===== src/rtl/sc_fifo_reader.sv =====
// Read-side drain for sc_fifo: turns rdreq/empty/q into a registered valid/ready stream.
// Optional delivered-word counter on word_count is built when SC_FIFO_READER_STATS_EN is defined.
module sc_fifo_reader #(
  parameter int DWIDTH    = 8,
  parameter int BUF_DEPTH = 3
) (
  input  logic              clock,
  input  logic              rst,
  input  logic              fifo_empty,
  input  logic [DWIDTH-1:0] fifo_q,
  output logic              fifo_rdreq,
  output logic              out_valid,
  output logic [DWIDTH-1:0] out_data,
  input  logic              out_ready,
  output logic [31:0]       word_count
);

  localparam int OCC_W = $clog2(BUF_DEPTH + 1);
  localparam int PTR_W = $clog2(BUF_DEPTH);
  localparam logic [OCC_W:0]   DEPTH_LIMIT = (OCC_W + 1)'(BUF_DEPTH);
  localparam logic [PTR_W-1:0] LAST_PTR    = PTR_W'(BUF_DEPTH - 1);

  logic [DWIDTH-1:0] buf_mem [BUF_DEPTH];
  logic [PTR_W-1:0]  rd_ptr;
  logic [PTR_W-1:0]  wr_ptr;
  logic [OCC_W-1:0]  occ;
  logic [OCC_W-1:0]  occ_next;
  logic              inflight;
  logic              pop;
  logic [OCC_W:0]    pending;

  function automatic logic [PTR_W-1:0] ptr_inc(input logic [PTR_W-1:0] p);
    return (p == LAST_PTR) ? '0 : p + PTR_W'(1);
  endfunction

  // A read is only issued when the word it returns is guaranteed a slot,
  // counting the word that may already be on its way back from the FIFO.
  assign pending    = {1'b0, occ} + {{OCC_W{1'b0}}, inflight};
  assign fifo_rdreq = !rst && !fifo_empty && (pending < DEPTH_LIMIT);

  assign out_valid = (occ != '0);
  assign out_data  = buf_mem[rd_ptr];
  assign pop       = out_valid && out_ready;

  always_comb begin
    occ_next = occ;
    case ({inflight, pop})
      2'b10:   occ_next = occ + OCC_W'(1);
      2'b01:   occ_next = occ - OCC_W'(1);
      default: occ_next = occ;
    endcase
  end

  always_ff @(posedge clock) begin
    if (rst) begin
      occ      <= '0;
      inflight <= 1'b0;
      rd_ptr   <= '0;
      wr_ptr   <= '0;
    end else begin
      inflight <= fifo_rdreq;
      occ      <= occ_next;
      if (inflight) begin
        wr_ptr <= ptr_inc(wr_ptr);
      end
      if (pop) begin
        rd_ptr <= ptr_inc(rd_ptr);
      end
    end
  end

  // Storage needs no reset; a word written while rst is high is never made visible.
  always_ff @(posedge clock) begin
    if (inflight) begin
      buf_mem[wr_ptr] <= fifo_q;
    end
  end

`ifdef SC_FIFO_READER_STATS_EN
  logic [31:0] word_cnt;

  always_ff @(posedge clock) begin
    if (rst) begin
      word_cnt <= 32'd0;
    end else if (pop) begin
      word_cnt <= word_cnt + 32'd1;
    end
  end

  assign word_count = word_cnt;
`else
  assign word_count = 32'd0;
`endif

endmodule


===== config.mk =====
export PLATFORM = sky130hd
export DESIGN_NAME = sc_fifo_reader
export DESIGN_NICKNAME = d
export VERILOG_FILES = /design/src/rtl/sc_fifo_reader.sv
export SDC_FILE = /design/constraint.sdc
export NUM_CORES = 1
export LEC_CHECK = 0
export ABC_AREA = 1
export ABC_CLOCK_PERIOD_IN_PS = 1300
export BUFFER_PORTS_ARGS = -buffer_cell sky130_fd_sc_hd__buf_2
export CORE_MARGIN = 5
export CORE_UTILIZATION = 46
export CTS_BUF_LIST = sky130_fd_sc_hd__clkbuf_8
export CTS_CLUSTER_SIZE = 20
export DETAILED_ROUTE_END_ITERATION = 12
export PLACE_DENSITY = 0.74
export SYNTH_ARGS = -nofsm -noshare
export SYNTH_HDL_FRONTEND = slang
export SYNTH_SLANG_ARGS = --single-unit

===== constraint.sdc =====
create_clock -name clock -period 1.3 [get_ports clock]
set_input_delay 0.065 -clock clock [delete_from_list [all_inputs] [get_ports clock]]
set_output_delay 0.065 -clock clock [all_outputs]
set_load 0.02 [all_outputs]

==> summary.txt, run 1 <==
Clock tree
  • CTS H-Tree Depth: 2
  • Root Driver: clkbuf_8
  • Clock Latency Late Sink: 0.28 ns
  • Clock transition at path regs: around 0.060 ns
  • Longest Clk Path Bufs: 2
  • CTS tree: done
  • CTS Buf Count: 5
  • Clock tree sinks: 33

Timing
  • Setup ws final: -0.149 ns
  • Tmin final: ~1.4 ns
  • Hold WS: 0.0236 ns
  • Final period util: 1.11
  • Clk_skew: 0.00427 ns
  • Max-slew violation count: 0
  • Final setup fails: 3
  • Final Hold Viols: 0
  • Maximum clock frequency: 690 MHz
  • Unrepaired setup endpoints after global routing: yes

Floorplanning
  • Die X: 67.9 um
  • Top Ports: between 50 and 60
  • Initial Util: 0.470
  • Height of the die: 67.9 um
  • FP Rows: 21
  • Core outline area: 3280 um2
  • Full die area: 4620 um2

Worst hold path
  • Hold endpoint: wr_ptr[0]
  • Worst Hold Depth: 2
  • Tightest Hold Check Type: input port to register
  • Hold_sp: rst

GRT
  • Grt total ovfl: 0
  • Antenna violations before repair: 0
  • Vias in the first global route: around 870
  • GRT Total Usage: 0.125
  • Largest net degree at the start of global routing: 11
  • First-pass GRT wire length: approximately 4000 um

Layout
  • Reg area: 913 um2
  • Multi-input logic area: 520 um2
  • Layout cells sized above 1: 0.283
  • Fillers: 280
  • Layout Nets: between 200 and 250
  • Leading cell type in the layout, fill and taps excluded: conb_1
  • Area grow syn2layout: 23.0%
  • Most frequent cells in the layout: conb_1 (32), edfxtp_1 (24), nor2_1 (18), buf_2 (18), a21oi_1 (17)
  • # diodes: 0

Worst setup path
  • CP arrival: 1.38 ns
  • R2R Path Start: occ[0]
  • CP most frequent cell: ha_4
  • Worst r2r path cells: 11
  • Crit-path slowest cell: dfxtp_4
  • Worst reg2reg path endpoint: occ[1]
  • Crit path kind: register to primary output
  • Crit start category: register
  • CP peak stage delay: 0.35 ns
  • Critical-path maximum fanout: 2
  • CP Data Required Time: 1.24 ns
  • Crit end category: primary output
  • Worst path cell trace: ha_4 -> ha_4 -> nor3_4 -> a21boi_2 -> buf_6
  • Reg2Reg Setup Slack: -0.12 ns

Yosys
  • Post-synth top area cell: edfxtp_1
  • Avg Cell Area, Syn: about 10 um2
  • Mapped cell area: 1540 um2
  • Register area share after synthesis: 0.583
  • Cell variety after synth: 19
  • Yosys reg bits: 33
  • Synth warnings: 0
  • Area contributors post-synth: edfxtp_1 (47%), buf_4 (16%), dfxtp_1 (12%)
  • Top cell type's share of synthesized area: 0.467
  • Synthesized instance count: 148

Detailed routing
  • First DRT Iteration DRCs: between 40 and 50
  • Vias per cell: 4.30
  • Top Metal Used: met4
  • Met2 WL post-DR: 1340 um
  • DRC: 0
  • Final antenna-violating net count: 0
  • WL final: about 2600 um
  • M1 WL: around 960 um
  • Vias post-DR: 1003
  • Drt pass-1 iters: 4
  • Routed length per instance: roughly 11 um
  • Metal3 WL: 257 um

Run status
  • Failing checks: setup timing
  • Outcome: finished, violations left

Power
  • P per Cell Area: 1490 nW/um2
  • Pleak: 0.811 nW
  • Power Total: 2.82 mW
  • VDD IR max: roughly 1.0 mV

Placed design
  • Port buffer count: 21
  • RePlAce Congestion: between 0.7 and 0.8
  • Post-detail-place hpwl: ~1700 um

Job
  • Maxcap violations: 0
==> metrics by stage <==
stage / setup TNS, ns / area [um2] / util / instances / setup slack [ns]
after global placement: 0 / 1600 / 0.488 / 215 / 0.0315
after detailed placement: -0.00252 / 1600 / 0.488 / 215 / -0.00252
after floorplan: 0 / 1670 / - / 179 / 0.0444
after global routing: -0.482 / 1900 / 0.578 / 233 / -0.213
after CTS: -0.262 / 1860 / 0.567 / 233 / -0.189
final: -0.276 / 1900 / 0.578 / 233 / -0.149
==> Yosys cell counts <==
cell and n:
nand2_4 2, inv_1 8, ha_1 3, o21ai_1 2, clkinv_4 1, edfxtp_1 24
nand4_1 1, buf_2 2, o21ai_0 1, dfxtp_1 9, nor3_1 2, a21boi_1 2
a21oi_1 19, inv_2 5, nand3_1 2, buf_4 32, conb_1 1, nand2_1 14
nor2_1 18
==> worst max path at each step <==
| stage | start | to | slack, ns | cells past startpoint |
|---|---|---|---|---|
| finish | occ[0] | fifo_rdreq | -0.15 | 5 |
| detailed placement | occ[0] | fifo_rdreq | -0.003 | 5 |
| global route | occ[0] | fifo_rdreq | -0.21 | 5 |
| floorplan | occ[0] | occ[1] | 0.04 | 10 |
| global placement | occ[0] | occ[1] | 0.03 | 10 |
| CTS | occ[0] | fifo_rdreq | -0.19 | 5 |
==> worst max-delay path: cells and delay by family (launching register included) <==
| family | cells | cell delay [ns] |
|---|---|---|
| AOI/OAI and AO/OA | 1 | 0.20 |
| and+or+nand+nor | 1 | 0.10 |
| DFF | 1 | 0.35 |
| buffers and inverters | 1 | 0.13 |
| adders and majority gates | 2 | 0.32 |
==> sequential cells by signal (all words and copies together), names as in the netlist, named ones only <==
register,count
rd_ptr,2
inflight,1
wr_ptr,2
buf_mem,24
occ,2
==> cell type report <==
| type | count | share of cell area |
|---|---|---|
| flip-flops and latches | 33 | 0.481 |
| multi-input cells | 98 | 0.274 |
| repair buffers | 34 | 0.123 |
| clock buffers | 5 | 0.0362 |
| inverters | 14 | 0.0356 |
| well taps | 46 | 0.0303 |
| clock inverters | 3 | 0.0198 |
==> per-layer routing <==
layer	global-route usage	vias to the layer above
met3	0.0525	8
met5	0	-
met4	0.0868	0
li1	-	501
met1	0.125	455
met2	0.208	39
==> kinds of logic (layout without fill, tap and decap cells) <==
logic type,after synthesis,in the layout,synth area share
AOI/OAI and AO/OA,24,24,0.0810
and+or+nand+nor,39,39,0.109
other,1,32,0.00243
buffers and inverters,48,56,0.199
DFF,33,33,0.583
adders and majority gates,3,3,0.0243
==> power breakdown <==
| group | switching (mW) | internal [mW] | total, mW |
|---|---|---|---|
| clock network | 0.335 | 0.557 | 0.892 |
| logic | 0.432 | 0.247 | 0.679 |
| registers | 0.0553 | 1.20 | 1.25 |
| total | 0.822 | 2.00 | 2.82 |
==> repair_timing <==
action / in CTS / in global routing
resized for setup: 15 / 11
setup endpoints to repair: 10 / 9
setup buffers: 2 / 0
hold buffers: 8 / 0
pin swaps: 4 / 1
hold endpoints to repair: 26 / 0
(Power assumes the default switching activity.)
==> run 2: changes to the inputs <==
CORE_UTILIZATION = 35   (was 46)
PLACE_DENSITY = 0.59   (was 0.74)
SLEW_MARGIN = 20   (was default)
==> summary.txt, run 2 (synthesis results as in run 1) <==
Layout
  • Post-layout instance area: 1890 um2 (-0.53%)
  • Leading cell type in the layout, fill and taps excluded: conb_1
  • Area grow syn2layout: 22.4%
  • Layout cells sized above 1: 0.286 (+0.00229)
  • Non-filler cells, final: 241 (+3.4%)
  • Max reg flops: 24 (unchanged)
  • Core Util, Final: 0.437 (-0.141)
  • Fillers: 438 (+56%)
  • Largest reg by FF count: buf_mem
  • # diodes: 0 (unchanged)
  • Layout Nets: 203 (+1.0%)
  • Most frequent cells in the layout: conb_1 (32), edfxtp_1 (24), a21oi_1 (18), nor2_1 (18)

Floorplanning
  • Core outline area: 4320 um2 (+32%)
  • Die X: 76.4 um (+12%)
  • Initial Util: 0.357 (-0.113)
  • FP Rows: 24 (+14%)
  • Top Ports: 54 (unchanged)
  • Full die area: 5840 um2 (+27%)
  • Height of the die: 76.4 um (+12%)

Timing
  • Setup TNS: -0.255 ns (+0.0210 ns)
  • Setup ws final: -0.125 ns (+0.0245 ns)
  • Hold WS: 0.0255 ns (+0.00192 ns)
  • Clk_skew: 0.00516 ns (+0.000896 ns)
  • Unrepaired setup endpoints after global routing: yes
  • Final period util: 1.10 (-0.0189)
  • Maximum clock frequency: 702 MHz (+1.7%)
  • Max-slew violation count: 0 (unchanged)
  • Final Hold Viols: 0 (unchanged)
  • Tmin final: 1.42 ns (-0.0245 ns)
  • Final setup fails: 3 (unchanged)

Clock tree
  • CTS tree: done
  • Clock tree sinks: 33 (unchanged)
  • Clock transition at path regs: 0.07 ns (about the same)
  • Root Driver: clkbuf_8
  • CTS Buf Count: 5 (unchanged)
  • CTS H-Tree Depth: 2 (unchanged)
  • Clock Latency Late Sink: 0.28 ns (about the same)
  • Longest Clk Path Bufs: 2 (unchanged)

GRT
  • Antenna violations before repair: 0 (unchanged)
  • Grt total ovfl: 0 (unchanged)
  • Vias in the first global route: 912 (+5.4%)
  • Largest net degree at the start of global routing: 12 (+1)
  • GRT Total Usage: 0.0887 (-0.0362)
  • First-pass GRT wire length: 4090 um (+3.7%)

Power
  • VDD IR max: 0.857 mV (-15%)
  • Power Total: 2.66 mW (-6.0%)
  • Pleak: 0.811 nW (about the same)
  • P per Cell Area: 1410 nW/um2 (-5.5%)

Detailed routing
  • DRC: 0 (unchanged)
  • WL final: 2660 um (+0.99%)
  • First DRT Iteration DRCs: 43 (unchanged)
  • Vias per cell: 4.18 (-2.9%)
  • Vias post-DR: 1007 (+0.40%)
  • Final antenna-violating net count: 0 (unchanged)
  • Drt pass-1 iters: 4 (unchanged)
  • Routed length per instance: 11.0 um (-2.4%)

Placed design
  • Post-detail-place hpwl: 1880 um (+9.3%)
  • Placed cell area: 1630 um2 (+1.4%)
  • Dpl cells: 223 (+3.7%)
  • Port buffer count: 21 (unchanged)
  • RePlAce Congestion: 0.759 (-4.7%)
  • Worst slack, placed: -0.00753 ns (-0.00501 ns)

Worst setup path
  • CP Data Required Time: 1.24 ns (about the same)
  • CP arrival: 1.36 ns (-0.02 ns)
  • Critical-path maximum fanout: 2 (unchanged)
  • Crit start category: register
  • Crit end category: primary output
  • Crit path kind: register to primary output

Job
  • Maxcap violations: 0 (unchanged)

Run status
  • Outcome: finished, violations left
  • Failing checks: setup timing

Worst hold path
  • Tightest Hold Check Type: input port to register
==> run 2: layout make-up <==
class / count / area, um2 / share of cell area
Sequential cell: 33 / 913 / 0.483
Multi-Input combinational cell: 98 / 500 / 0.265
Timing Repair Buffer: 36 / 259 / 0.137
Clock buffer: 5 / 68.8 / 0.0364
Inverter: 14 / 65.1 / 0.0344
Tap cell: 52 / 65.1 / 0.0344
Clock inverter: 3 / 17.5 / 0.00927
==> run 2: final timing paths <==
kind             start    endpoint  slack, ns  cells past startpoint
max             occ[0]  fifo_rdreq      -0.12                      5
min                rst   wr_ptr[1]       0.03                      2
max reg2reg     occ[0]      occ[1]      -0.08                     11
min reg2reg  wr_ptr[1]   wr_ptr[1]       0.47                      2
==> run 2: critical path: stages (launching register included) <==
cell      delay [ns]
dfxtp_4         0.35
ha_4            0.15
ha_4            0.15
nor3_4          0.11
a21boi_2        0.19
buf_6           0.13
==> run 2: metal layers <==
| metal | routed length [um] | global-route usage |
|---|---|---|
| met5 | 0 | 0 |
| met4 | 14 | 0.0262 |
| met3 | 258 | 0.0461 |
| met2 | 1430 | 0.167 |
| met1 | 954 | 0.0814 |
==> run 2: power breakdown <==
group | switching [mW] | internal [mW] | leakage (nW) | total, mW
registers | 0.0516 | 1.20 | 0.295 | 1.25
clock network | 0.355 | 0.369 | 0.0439 | 0.724
logic | 0.424 | 0.259 | 0.472 | 0.683
total | 0.831 | 1.83 | 0.811 | 2.66
==> run 2: what timing repair did <==
action                                 4_1_cts  5_1_grt
buffers inserted                             1        1
cloned                                       0        0
setup endpoints to repair                   10       11
hold buffers                                 8        0
pin swaps                                    2        2
endpoints found under the hold margin       23        0
gates resized for setup                     15       11
==> run 3: changes to the inputs <==
CORE_ASPECT_RATIO = 1.5   (was default)
==> summary.txt, run 3 (synthesis results as in run 1) <==
Run status
  • Outcome: finished, violations left
  • Failing checks: setup timing

Layout
  • Max reg flops: 24 (unchanged)
  • Fillers: 402 (-8.2%)
  • Most frequent cells in the layout: conb_1 (32), edfxtp_1 (24), a21oi_1 (19), buf_2 (19), nor2_1 (18)
  • # diodes: 0 (unchanged)
  • Core Util, Final: 0.449 (+0.0125)
  • Layout cells sized above 1: 0.281 (-0.00446)
  • Area grow syn2layout: 23.6%
  • Layout Nets: 206 (+1.5%)
  • Leading cell type in the layout, fill and taps excluded: conb_1
  • Largest reg by FF count: buf_mem
  • Non-filler cells, final: 238 (-1.2%)

Clock tree
  • Clock Latency Late Sink: 0.28 ns (about the same)
  • CTS Buf Count: 5 (unchanged)
  • Clock tree sinks: 33 (unchanged)
  • Root Driver: clkbuf_8
  • CTS H-Tree Depth: 2 (unchanged)
  • Clock transition at path regs: 0.06 ns (about the same)
  • Longest Clk Path Bufs: 2 (unchanged)
  • CTS tree: done

Detailed routing
  • First DRT Iteration DRCs: 21 (-51%)
  • Drt pass-1 iters: 4 (unchanged)
  • Routed length per instance: 11.3 um (+2.0%)
  • WL final: 2680 um (+0.75%)
  • Vias post-DR: 1017 (+0.99%)
  • DRC: 0 (unchanged)
  • Final antenna-violating net count: 0 (unchanged)
  • Vias per cell: 4.27 (+2.3%)

Timing
  • Final setup fails: 3 (unchanged)
  • Final period util: 1.09 (-0.00248)
  • Hold WS: 0.0318 ns (+0.00630 ns)
  • Setup TNS: -0.239 ns (+0.0157 ns)
  • Tmin final: 1.42 ns (-0.00323 ns)
  • Clk_skew: 0.00892 ns (+0.00376 ns)
  • Maximum clock frequency: 703 MHz (+0.23%)
  • Unrepaired setup endpoints after global routing: yes
  • Max-slew violation count: 0 (unchanged)
  • Setup ws final: -0.122 ns (+0.00323 ns)
  • Final Hold Viols: 0 (unchanged)

Placed design
  • RePlAce Congestion: 0.711 (-6.4%)
  • Port buffer count: 21 (unchanged)
  • Post-detail-place hpwl: 1960 um (+4.3%)
  • Dpl cells: 220 (-1.3%)

Floorplanning
  • Height of the die: 91.3 um (+20%)
  • Top Ports: 54 (unchanged)
  • FP Rows: 29 (+21%)
  • Initial Util: 0.364 (+0.00663)
  • Die X: 64.2 um (-16%)
  • Core outline area: 4250 um2 (-1.8%)
  • Full die area: 5870 um2 (+0.46%)

Worst hold path
  • Hold_sp: rst
  • Tightest Hold Check Type: input port to register

Power
  • Pleak: 0.832 nW (+2.7%)
  • VDD IR max: 1.01 mV (+18%)
  • P per Cell Area: 1370 nW/um2 (-2.3%)

Worst setup path
  • CP Data Required Time: 1.24 ns (about the same)
  • Crit-path slowest cell: dfxtp_4
  • Crit end category: primary output
  • CP peak stage delay: 0.35 ns (about the same)
  • CP most frequent cell: ha_4
  • R2R Path Start: occ[0]
  • Crit start category: register
  • Crit path kind: register to primary output
  • Critical-path maximum fanout: 2 (unchanged)
  • Worst path cell trace: ha_4 -> ha_4 -> nor3_4 -> a21boi_2 -> buf_6
  • Worst setup path startpoint: occ[0]
  • CP arrival: 1.36 ns (about the same)

GRT
  • Vias in the first global route: 953 (+4.5%)
  • Grt total ovfl: 0 (unchanged)
  • First-pass GRT wire length: 4160 um (+1.7%)
  • Largest net degree at the start of global routing: 11 (-1)
  • Antenna violations before repair: 0 (unchanged)
  • GRT Total Usage: 0.0929 (+0.00417)

Job
  • Maxcap violations: 0 (unchanged)
-- run 3: changes by cell type in the layout (fill, tap and decap cells not counted), moves of 2 or more --
cell / before / now
inv_4: 3 / 1
clkinv_2: 2 / 0
inv_1: 8 / 10
buf_12: 0 / 2
buf_4: 13 / 9
buf_2: 14 / 19
-- run 3: layout make-up --
cell class / count / area [um2] / area share
Sequential cell: 33 / 911 / 0.477
Multi-Input combinational cell: 98 / 500 / 0.262
Timing Repair Buffer: 39 / 294 / 0.154
Clock buffer: 5 / 68.8 / 0.0361
Inverter: 14 / 65.1 / 0.0341
Tap cell: 46 / 57.6 / 0.0302
Clock inverter: 3 / 11.3 / 0.00590
-- run 3: metal layers --
layer | vias up | GRT usage | part of all wire
li1 | 510 | - | -
met1 | 461 | 0.0928 | 0.36
met2 | 41 | 0.164 | 0.52
met3 | 5 | 0.0346 | 0.094
met4 | 0 | 0.0458 | 0.023
met5 | - | 0 | 0
-- run 3: stage by stage --
stage	total power, mW	area [um2]	setup WS (ns)
final	2.62	1910	-0.122
after global routing	2.79	1910	-0.215
after CTS	2.64	1880	-0.182
after detailed placement	1.88	1670	0.00826
after global placement	1.87	1670	0.0140
after floorplan	1.75	1670	0.0444
-- run 3: worst paths after layout --
path / slack, ns / end / cells after the start
max: -0.12 / fifo_rdreq / 5
min: 0.03 / wr_ptr[1] / 2
max reg2reg: -0.10 / occ[1] / 11
min reg2reg: 0.46 / wr_ptr[1] / 2
-- run 3: timing repair --
action,in CTS,in global routing
pin swaps,3,2
buffers inserted,1,1
setup endpoints to repair,9,10
gates resized for setup,14,6
endpoints found under the hold margin,24,0
hold buffers,8,0
-- run 3: report_power, final --
| group | switching (mW) | internal [mW] |
|---|---|---|
| clock network | 0.330 | 0.356 |
| registers | 0.0460 | 1.20 |
| logic | 0.433 | 0.258 |
-- run 3: worst max-delay path: cells and delay by family (launching register included) --
kind	cells	cell delay, ns
and+or+nand+nor	1	0.10
AOI/OAI and AO/OA	1	0.18
adders and majority gates	2	0.32
buffers and inverters	1	0.13
DFF	1	0.35
